## config.mk

```make
export PLATFORM = sky130hd
export DESIGN_NAME = hwpe_ctrl_ucode_seq
export DESIGN_NICKNAME = d
export VERILOG_FILES = /design/src/rtl/hwpe_ctrl_ucode_seq_pkg.sv /design/src/rtl/hwpe_ctrl_ucode_seq_nextidx.sv /design/src/rtl/hwpe_ctrl_ucode_seq.sv
export SDC_FILE = /design/constraint.sdc
export NUM_CORES = 2
export LEC_CHECK = 0
export ABC_AREA = 1
export BUFFER_PORTS_ARGS = -buffer_cell sky130_fd_sc_hd__buf_2
export CAP_MARGIN = 20
export CELL_PAD_IN_SITES_DETAIL_PLACEMENT = 0
export CELL_PAD_IN_SITES_GLOBAL_PLACEMENT = 1
export CORE_AREA = 2 2 543 545
export DETAILED_ROUTE_END_ITERATION = 10
export DIE_AREA = 0 0 545 547
export PLACE_DENSITY_LB_ADDON = 0.25
export SYNTH_ARGS = -nofsm -noshare
export SYNTH_HDL_FRONTEND = slang
export SYNTH_SLANG_ARGS = --single-unit
```

## constraint.sdc

```tcl
create_clock -name clk_i -period 6.8 [get_ports clk_i]
set_input_delay 0.34 -clock clk_i [delete_from_list [all_inputs] [get_ports clk_i]]
set_output_delay 0.34 -clock clk_i [all_outputs]
set_load 0.01 [all_outputs]
```

## src/rtl/hwpe_ctrl_ucode_seq_pkg.sv

```systemverilog
// Shared types and constants for the HWPE microcode loop sequencer.
package hwpe_ctrl_package;

   localparam int unsigned UCODE_NB_LOOPS    = 6;
   localparam int unsigned UCODE_NB_REG      = 4;
   localparam int unsigned UCODE_NB_RO_REG   = 28;
   localparam int unsigned UCODE_CNT_WIDTH   = 12;
   localparam int unsigned UCODE_LENGTH      = 16;

   localparam int unsigned UCODE_ADDR_WIDTH  = 5;
   localparam int unsigned UCODE_NBOPS_WIDTH = 5;
   // Wide enough for ucode_addr + nb_ops, so an out-of-range pointer never wraps back into code[].
   localparam int unsigned UCODE_PTR_WIDTH   = 6;
   localparam int unsigned UCODE_LVL_WIDTH   = $clog2(UCODE_NB_LOOPS);
   localparam int unsigned UCODE_ACC_WIDTH   = $clog2(UCODE_NB_LOOPS + 1);

   localparam logic UCODE_OP_ADD = 1'b0;
   localparam logic UCODE_OP_MOV = 1'b1;

   typedef enum logic [2:0] {
      IDLE,
      PRESENT,
      UPDATE,
      EXEC,
      FINISHED
   } ucode_seq_state_e;

   typedef logic [UCODE_NB_LOOPS-1:0][UCODE_CNT_WIDTH-1:0] ucode_cnt_vec_t;
   typedef logic [UCODE_NB_REG-1:0][31:0]                  ucode_offs_vec_t;

   typedef struct packed {
      logic                       enable;
      logic                       clear;
      logic [UCODE_ACC_WIDTH-1:0] accum_loop;
   } ctrl_ucode_t;

   typedef struct packed {
      logic       op_sel;
      logic [4:0] a;
      logic [4:0] b;
   } ucode_op_t;

   typedef struct packed {
      logic [UCODE_ADDR_WIDTH-1:0]  ucode_addr;
      logic [UCODE_NBOPS_WIDTH-1:0] nb_ops;
   } ucode_loop_t;

   typedef struct packed {
      ucode_loop_t [UCODE_NB_LOOPS-1:0] loops;
      ucode_op_t   [UCODE_LENGTH-1:0]   code;
      ucode_cnt_vec_t                   range;
   } ucode_t;

   typedef struct packed {
      logic            done;
      logic            valid;
      ucode_offs_vec_t offs;
      ucode_cnt_vec_t  idx;
      logic            accum;
   } flags_ucode_t;

   // A zero range behaves like a single-iteration loop.
   function automatic logic [UCODE_CNT_WIDTH-1:0] ucode_range_max(
      input logic [UCODE_CNT_WIDTH-1:0] rng
   );
      return (rng == '0) ? '0 : rng - UCODE_CNT_WIDTH'(1);
   endfunction

endpackage

```

## src/rtl/hwpe_ctrl_ucode_seq_nextidx.sv

```systemverilog
// Combinational loop-nest stepper: finds the lowest non-saturated loop and
// produces the index vector of the following iteration.
module hwpe_ctrl_ucode_nextidx
   import hwpe_ctrl_package::*;
(
   input  ucode_cnt_vec_t              idx_i,
   input  ucode_cnt_vec_t              range_i,
   output logic [UCODE_LVL_WIDTH-1:0]  level_o,
   output ucode_cnt_vec_t              idx_o,
   output logic                        all_max_o
);

   logic [UCODE_NB_LOOPS-1:0] at_max;
   logic                      found;

   // NOTE: every signal driven here gets a default before any branch, so no latch can be inferred.
   always_comb begin
      at_max  = '0;
      found   = 1'b0;
      level_o = '0;
      for (int i = 0; i < UCODE_NB_LOOPS; i++) begin
         at_max[i] = (idx_i[i] == ucode_range_max(range_i[i]));
         if (!found && !at_max[i]) begin
            found   = 1'b1;
            level_o = UCODE_LVL_WIDTH'(i);
         end
      end
      all_max_o = &at_max;

      idx_o = idx_i;
      if (!all_max_o) begin
         for (int i = 0; i < UCODE_NB_LOOPS; i++) begin
            if (UCODE_LVL_WIDTH'(i) < level_o) begin
               idx_o[i] = '0;
            end else if (UCODE_LVL_WIDTH'(i) == level_o) begin
               idx_o[i] = idx_i[i] + UCODE_CNT_WIDTH'(1);
            end
         end
      end
   end

endmodule

```

## src/rtl/hwpe_ctrl_ucode_seq.sv

```systemverilog
// Microcode loop sequencer: walks the loop nest, runs per-loop offset micro-ops
// and presents one iteration (indices + offsets) per valid pulse.
module hwpe_ctrl_ucode_seq
   import hwpe_ctrl_package::*;
#(
   parameter int unsigned NB_LOOPS  = UCODE_NB_LOOPS,
   parameter int unsigned NB_REG    = UCODE_NB_REG,
   parameter int unsigned NB_RO_REG = UCODE_NB_RO_REG,
   parameter int unsigned CNT_WIDTH = UCODE_CNT_WIDTH,
   parameter int unsigned LENGTH    = UCODE_LENGTH
) (
   input  logic                        clk_i,
   input  logic                        rst_ni,
   input  ctrl_ucode_t                 ctrl_i,
   input  ucode_t                      ucode_i,
   input  logic [NB_RO_REG-1:0][31:0]  registers_read_i,
   output flags_ucode_t                flags_o
);

   if (NB_LOOPS != UCODE_NB_LOOPS || NB_REG != UCODE_NB_REG || NB_RO_REG != UCODE_NB_RO_REG ||
       CNT_WIDTH != UCODE_CNT_WIDTH || LENGTH != UCODE_LENGTH) begin : g_param_check
      $error("hwpe_ctrl_ucode_seq parameters must match hwpe_ctrl_package constants");
   end
   if (NB_REG + NB_RO_REG != 32) begin : g_regspace_check
      $error("hwpe_ctrl_ucode_seq register space must total 32 entries");
   end

   localparam int unsigned REG_AW  = $clog2(NB_REG);
   localparam int unsigned CODE_AW = $clog2(LENGTH);
   localparam int unsigned PTR_W   = UCODE_PTR_WIDTH;

   ucode_seq_state_e               state_q, state_d;
   ucode_cnt_vec_t                 idx_q, idx_d, out_idx_q, out_idx_d;
   ucode_offs_vec_t                offs_q, offs_d, out_offs_q, out_offs_d;
   logic [PTR_W-1:0]               ptr_q, ptr_d;
   logic [UCODE_NBOPS_WIDTH-1:0]   cnt_q, cnt_d;
   logic                           valid_q, valid_d;
   logic                           done_q, done_d;
   logic                           accum_q, accum_d;

   logic [UCODE_LVL_WIDTH-1:0]     level;
   ucode_cnt_vec_t                 nxt_idx;
   logic                           all_max;
   ucode_loop_t                    loop_sel;
   ucode_op_t                      op;
   logic                           op_in_range;
   logic [31:0]                    opnd_a, opnd_b, op_res;
   logic                           enter_present;

   // Register space: 0..NB_REG-1 are the writable offsets, the rest are read-only operands.
   function automatic logic [31:0] read_reg(
      input logic [4:0]                  sel,
      input ucode_offs_vec_t             offs,
      input logic [NB_RO_REG-1:0][31:0]  ro
   );
      if (sel < 5'(NB_REG)) return offs[sel[REG_AW-1:0]];
      return ro[sel - 5'(NB_REG)];
   endfunction

   function automatic logic accum_of(
      input ucode_cnt_vec_t             idx,
      input logic [UCODE_ACC_WIDTH-1:0] accum_loop
   );
      logic acc;
      acc = 1'b0;
      for (int j = 0; j < NB_LOOPS; j++) begin
         if (j < int'(accum_loop)) acc = acc | (|idx[j]);
      end
      return acc;
   endfunction

   hwpe_ctrl_ucode_nextidx i_nextidx (
      .idx_i     ( idx_q         ),
      .range_i   ( ucode_i.range ),
      .level_o   ( level         ),
      .idx_o     ( nxt_idx       ),
      .all_max_o ( all_max       )
   );

   assign loop_sel    = ucode_i.loops[level];
   assign op_in_range = (ptr_q < PTR_W'(LENGTH));
   assign op          = ucode_i.code[ptr_q[CODE_AW-1:0]];
   assign opnd_a      = read_reg(op.a, offs_q, registers_read_i);
   assign opnd_b      = read_reg(op.b, offs_q, registers_read_i);
   assign op_res      = (op.op_sel == UCODE_OP_MOV) ? opnd_b : opnd_a + opnd_b;

   always_comb begin
      state_d       = state_q;
      idx_d         = idx_q;
      offs_d        = offs_q;
      ptr_d         = ptr_q;
      cnt_d         = cnt_q;
      out_idx_d     = out_idx_q;
      out_offs_d    = out_offs_q;
      accum_d       = accum_q;
      valid_d       = 1'b0;
      done_d        = 1'b0;
      enter_present = 1'b0;

      if (ctrl_i.clear) begin
         state_d    = IDLE;
         idx_d      = '0;
         offs_d     = '0;
         ptr_d      = '0;
         cnt_d      = '0;
         out_idx_d  = '0;
         out_offs_d = '0;
         accum_d    = 1'b0;
      end else if (ctrl_i.enable) begin
         case (state_q)
            IDLE: enter_present = 1'b1;
            PRESENT: begin
               if (all_max) begin
                  state_d = FINISHED;
                  done_d  = 1'b1;
               end else begin
                  state_d = UPDATE;
               end
            end
            UPDATE: begin
               idx_d = nxt_idx;
               ptr_d = PTR_W'(loop_sel.ucode_addr);
               cnt_d = loop_sel.nb_ops;
               if (loop_sel.nb_ops != '0) state_d = EXEC;
               else                       enter_present = 1'b1;
            end
            EXEC: begin
               // Out-of-range slots and read-only destinations still consume their cycle.
               if (op_in_range && op.a < 5'(NB_REG)) offs_d[op.a[REG_AW-1:0]] = op_res;
               ptr_d = ptr_q + PTR_W'(1);
               cnt_d = cnt_q - UCODE_NBOPS_WIDTH'(1);
               if (cnt_q <= UCODE_NBOPS_WIDTH'(1)) enter_present = 1'b1;
            end
            default: ;
         endcase

         if (enter_present) begin
            state_d    = PRESENT;
            valid_d    = 1'b1;
            out_idx_d  = idx_d;
            out_offs_d = offs_d;
            accum_d    = accum_of(idx_d, ctrl_i.accum_loop);
         end
      end
   end

   // NOTE: sequential state uses non-blocking assignments; reset is sampled on the clock edge.
   always_ff @(posedge clk_i) begin
      if (!rst_ni) begin
         state_q    <= IDLE;
         idx_q      <= '0;
         offs_q     <= '0;
         ptr_q      <= '0;
         cnt_q      <= '0;
         out_idx_q  <= '0;
         out_offs_q <= '0;
         valid_q    <= 1'b0;
         done_q     <= 1'b0;
         accum_q    <= 1'b0;
      end else begin
         state_q    <= state_d;
         idx_q      <= idx_d;
         offs_q     <= offs_d;
         ptr_q      <= ptr_d;
         cnt_q      <= cnt_d;
         out_idx_q  <= out_idx_d;
         out_offs_q <= out_offs_d;
         valid_q    <= valid_d;
         done_q     <= done_d;
         accum_q    <= accum_d;
      end
   end

   assign flags_o.done  = done_q;
   assign flags_o.valid = valid_q;
   assign flags_o.offs  = out_offs_q;
   assign flags_o.idx   = out_idx_q;
   assign flags_o.accum = accum_q;

endmodule

```

==> results by group <==
Run status
  • Status: complete, but fails checks
  • Failing checks: antenna violations

Clock network
  • H-Tree Depth: 2
  • TritonCTS clock tree: built
  • Worst-path clk slew: 60 ps
  • Cts bufs inserted: 58
  • Clock Path Buffers: 3
  • Num Clock Sinks: 417
  • Worst-skew pair later-pin latency: 690 ps
  • Clk root buf: clkbuf_16

Worst setup path
  • CP dominant cell by count: buf_4
  • Worst stage delay on the critical path: 380 ps
  • Setup CP Type: reg2reg
  • CP required: 7420 ps
  • Worst Setup SP: ptr_q[0]
  • Crit Path Max Fanout: 33
  • Setup crit end: offs_q[95]
  • CP Data Arrival Time: 7270 ps
  • Slowest CP cell: dfxtp_4
  • Worst R2R Path Depth: 35
  • RR Endpoint: offs_q[95]
  • Kind of end point of the critical path: flip-flop
  • Reg2Reg Setup Slack: 140 ps
  • Worst r2r src: ptr_q[0]
  • CP startpoint kind: flip-flop

Final layout
  • P&R area growth vs syn: 40.13%
  • Fillers: 34070
  • Proportion of layout cells with a drive suffix above 1: 23.68%
  • Nets@finish: 10830
  • Final core utilization: 21.36%
  • Post-route insts no fill: 13730

Yosys
  • Mapped Area: 0.04459 mm2
  • Synthesized Nets: 9360
  • Post-synthesis sequential area ratio: 18.72%
  • Post-synth top flop: dfxtp_1
  • Number of synthesized flops with an enable pin: 0
  • Leading area contributor after synthesis: dfxtp_1
  • Synth warn: 0
  • Distinct cells, synth: 66
  • Synth Register Bits: 417
  • Synth top area cells: dfxtp_1 19%, nand2_1 17%, nand3_1 11%, o21ai_0 9.5%, inv_1 6.7%
  • Avg Cell Area, Syn: 5.506 um2
  • Mapped Cells: 8099
  • Yosys top cell area share: 18.72%
  • Asr flop ratio synth: 0%

STA
  • Setup-failing EPs final: 0
  • Final setup skew: 29.26 ps
  • Final hold violations: 0
  • Max frequency: 150.2 MHz
  • Final critical-path share of the clock period: 97.89%
  • Worst Tran Pin Value: 1286 ps
  • Pins over their slew limit: 0
  • RSZ-0062 raised after global routing: yes
  • Slew HR: 12.90%
  • Tmin final: 6657 ps

Global routing
  • Vias in the first global route: 64040
  • Largest net degree at the start of global routing: 168
  • Grt total ovfl: 0
  • First-pass GRT wire length: 585.0 mm
  • Gr usage total: 28.58%
  • Initial antenna violation count: 269

Route
  • DR vias/cell: 5.001
  • Detailed Route Iter0 Violations: 7810
  • DRT Pass-1 Iters: 8
  • Final ANT Viol Nets: 2
  • Post-Route WL: 447.1 mm
  • Vias: 68670
  • DRC: 0
  • Wire per inst: 32.56 um

Placement
  • Routability cong.: 1.035
  • Final HPWL DP: 373.3 mm
  • IO Port Bufs: 1413
  • Placed cell count: 13420

Floorplanning
  • Starting Density: 15.24%
  • Horiz. Die Dim: 545 um
  • Die Y: 547 um
  • Site Rows: 199
  • DIE AREA: 0.2981 mm2
  • Core Box Area: 0.2926 mm2
  • I/O pin cnt: 1414

Power and ir drop
  • Peak supply drop: 0.0002112 V
  • Pwr Density: 184.6 mW/mm2
  • Leak pwr: 28.93 nW

Run
  • Max-cap violations: 0

Min path
  • Hold path startpoint: ctrl_i[4]
  • Worst min path class: in2reg
## metrics by stage
step	TNS [ps]	instance area (um2)	hold WS [ps]	worst slack (ps)	total power, mW
3_3_place_gp	-28360	59640	428.9	-570.9	8.184
3_5_place_dp	-15670	59650	439.1	-386.0	8.151
6_report	0	62480	44.27	143.5	11.53
2_1_floorplan	0	44590	445.3	683.7	5.013
5_1_grt	-313.5	62170	57.36	-78.28	12.08
4_1_cts	0	61700	2.634	0.4312	11.53
## power breakdown
part / switching [mW] / total [mW] / internal (mW)
Clock: 1.40 / 3.27 / 1.87
Combinational: 3.69 / 5.65 / 1.95
Sequential: 0.0794 / 2.61 / 2.53
## layer usage
metal	vias up	wire, um	global-route usage, %
met2	3786	196900	45.06
li1	30760	-	-
met3	727	42660	8.004
met1	33300	185300	36.16
met4	94	21600	12.16
met5	-	645	0
## final cells by class
cell class,instances,area (um2),share of cell area [%]
Inverter,815,3093,4.950
Timing Repair Buffer,2003,12450,19.92
Sequential cell,417,8353,13.37
Tap cell,3919,4903,7.847
Clock buffer,82,1714,2.743
Multi-Input combinational cell,6275,31220,49.96
Antenna cell,197,493.0,0.7889
Clock inverter,24,262.8,0.4205
## sequential cells by signal, indices dropped and copies added (netlist names)
signal and flops:
ptr_q 6, state_q 3, done_q 1, valid_q 1, flags_o 200, idx_q 72
offs_q 128, cnt_q 5, accum_q 1
## repair_timing
action	CTS	global route
resized for setup	17	70
endpoints found under the hold margin	3	0
cloned	0	1
pin swaps	1	6
hold buffers	3	0
endpoints found under the setup margin	128	142
buffers inserted	0	2
## worst min-delay path by stage
| stage | endpoint | slack (ps) | depth (start not counted) |
|---|---|---|---|
| final | idx_q[51] | 40 | 2 |
| after global routing | idx_q[51] | 60 | 2 |
| after CTS | idx_q[51] | 3 | 2 |
| after detailed placement | flags_o[106] | 440 | 2 |
| after global placement | flags_o[125] | 430 | 2 |
| after floorplan | cnt_q[1] | 450 | 2 |
## cells in the mapped netlist, types with 6 or more instances
cell / number
o2111ai_1: 17
clkbuf_1: 454
dfxtp_1: 417
o211ai_1: 91
o221ai_1: 68
a211oi_1: 51
nand4_1: 114
a32o_1: 7
o21ai_0: 845
mux2i_1: 9
a21oi_1: 410
nand3_2: 7
o21a_1: 6
o311ai_0: 39
or2_2: 39
nand3_1: 988
buf_2: 59
a22oi_1: 25
a31oi_1: 15
nand2_2: 9
o21ai_1: 38
nor4_1: 11
buf_1: 60
a221oi_1: 19
nor3_1: 59
a21boi_0: 7
xnor2_1: 6
inv_1: 800
o32ai_1: 8
buf_4: 7
xor2_1: 58
buf_6: 12
ha_1: 49
nand3b_1: 6
inv_2: 9
nor2_1: 800
nor2_2: 19
o31ai_1: 18
and2_1: 11
o22ai_1: 394
o21bai_1: 6
clkinv_1: 6
nand2_1: 1973
## kinds of logic after synthesis
| logic type | synth area share [%] |
|---|---|
| AOI/OAI and AO/OA | 27.60 |
| xor gates and xnor gates | 1.257 |
| adders and majority gates | 1.420 |
| buffers and inverters | 12.27 |
| DFF | 18.72 |
| muxes | 0.2020 |
| and+or+nand+nor | 38.53 |
## worst max-delay path: cells and delay by family (launching register included)
| kind | cells | cell delay [ps] |
|---|---|---|
| AO/OA/AOI/OAI | 13 | 2620 |
| buffers and inverters | 11 | 1830 |
| AND/OR/NAND/NOR | 10 | 1360 |
| flip-flops | 1 | 380 |
| adder cells (fa/ha/maj) | 1 | 330 |
## layout by cell type (no fill, tap or decap), drive strengths merged, types with 6 or more instances in the layout
master   netlist  layout
buf          138    1999
nand2       1984    1984
nand3        996     996
o21ai        884     884
nor2         823     823
inv          809     813
dfxtp        417     417
a21oi        411     411
o22ai        394     394
diode          0     197
nand4        116     116
o211ai        91      91
clkbuf       454      83
o221ai        68      68
nor3          59      59
xor2          58      58
a211oi        51      51
ha            49      49
or2           39      39
o311ai        39      39
a22oi         25      25
a221oi        19      19
clkinv         6      19
o31ai         18      18
o2111ai       17      17
a31oi         15      15
and2          11      11
nor4          11      11
mux2i          9       9
o32ai          8       8
a32o           7       7
a21boi         7       7
o21a           6       6
nand3b         6       6
o21bai         6       6
xnor2          6       6
No activity file was read; power rests on OpenSTA's default activity.
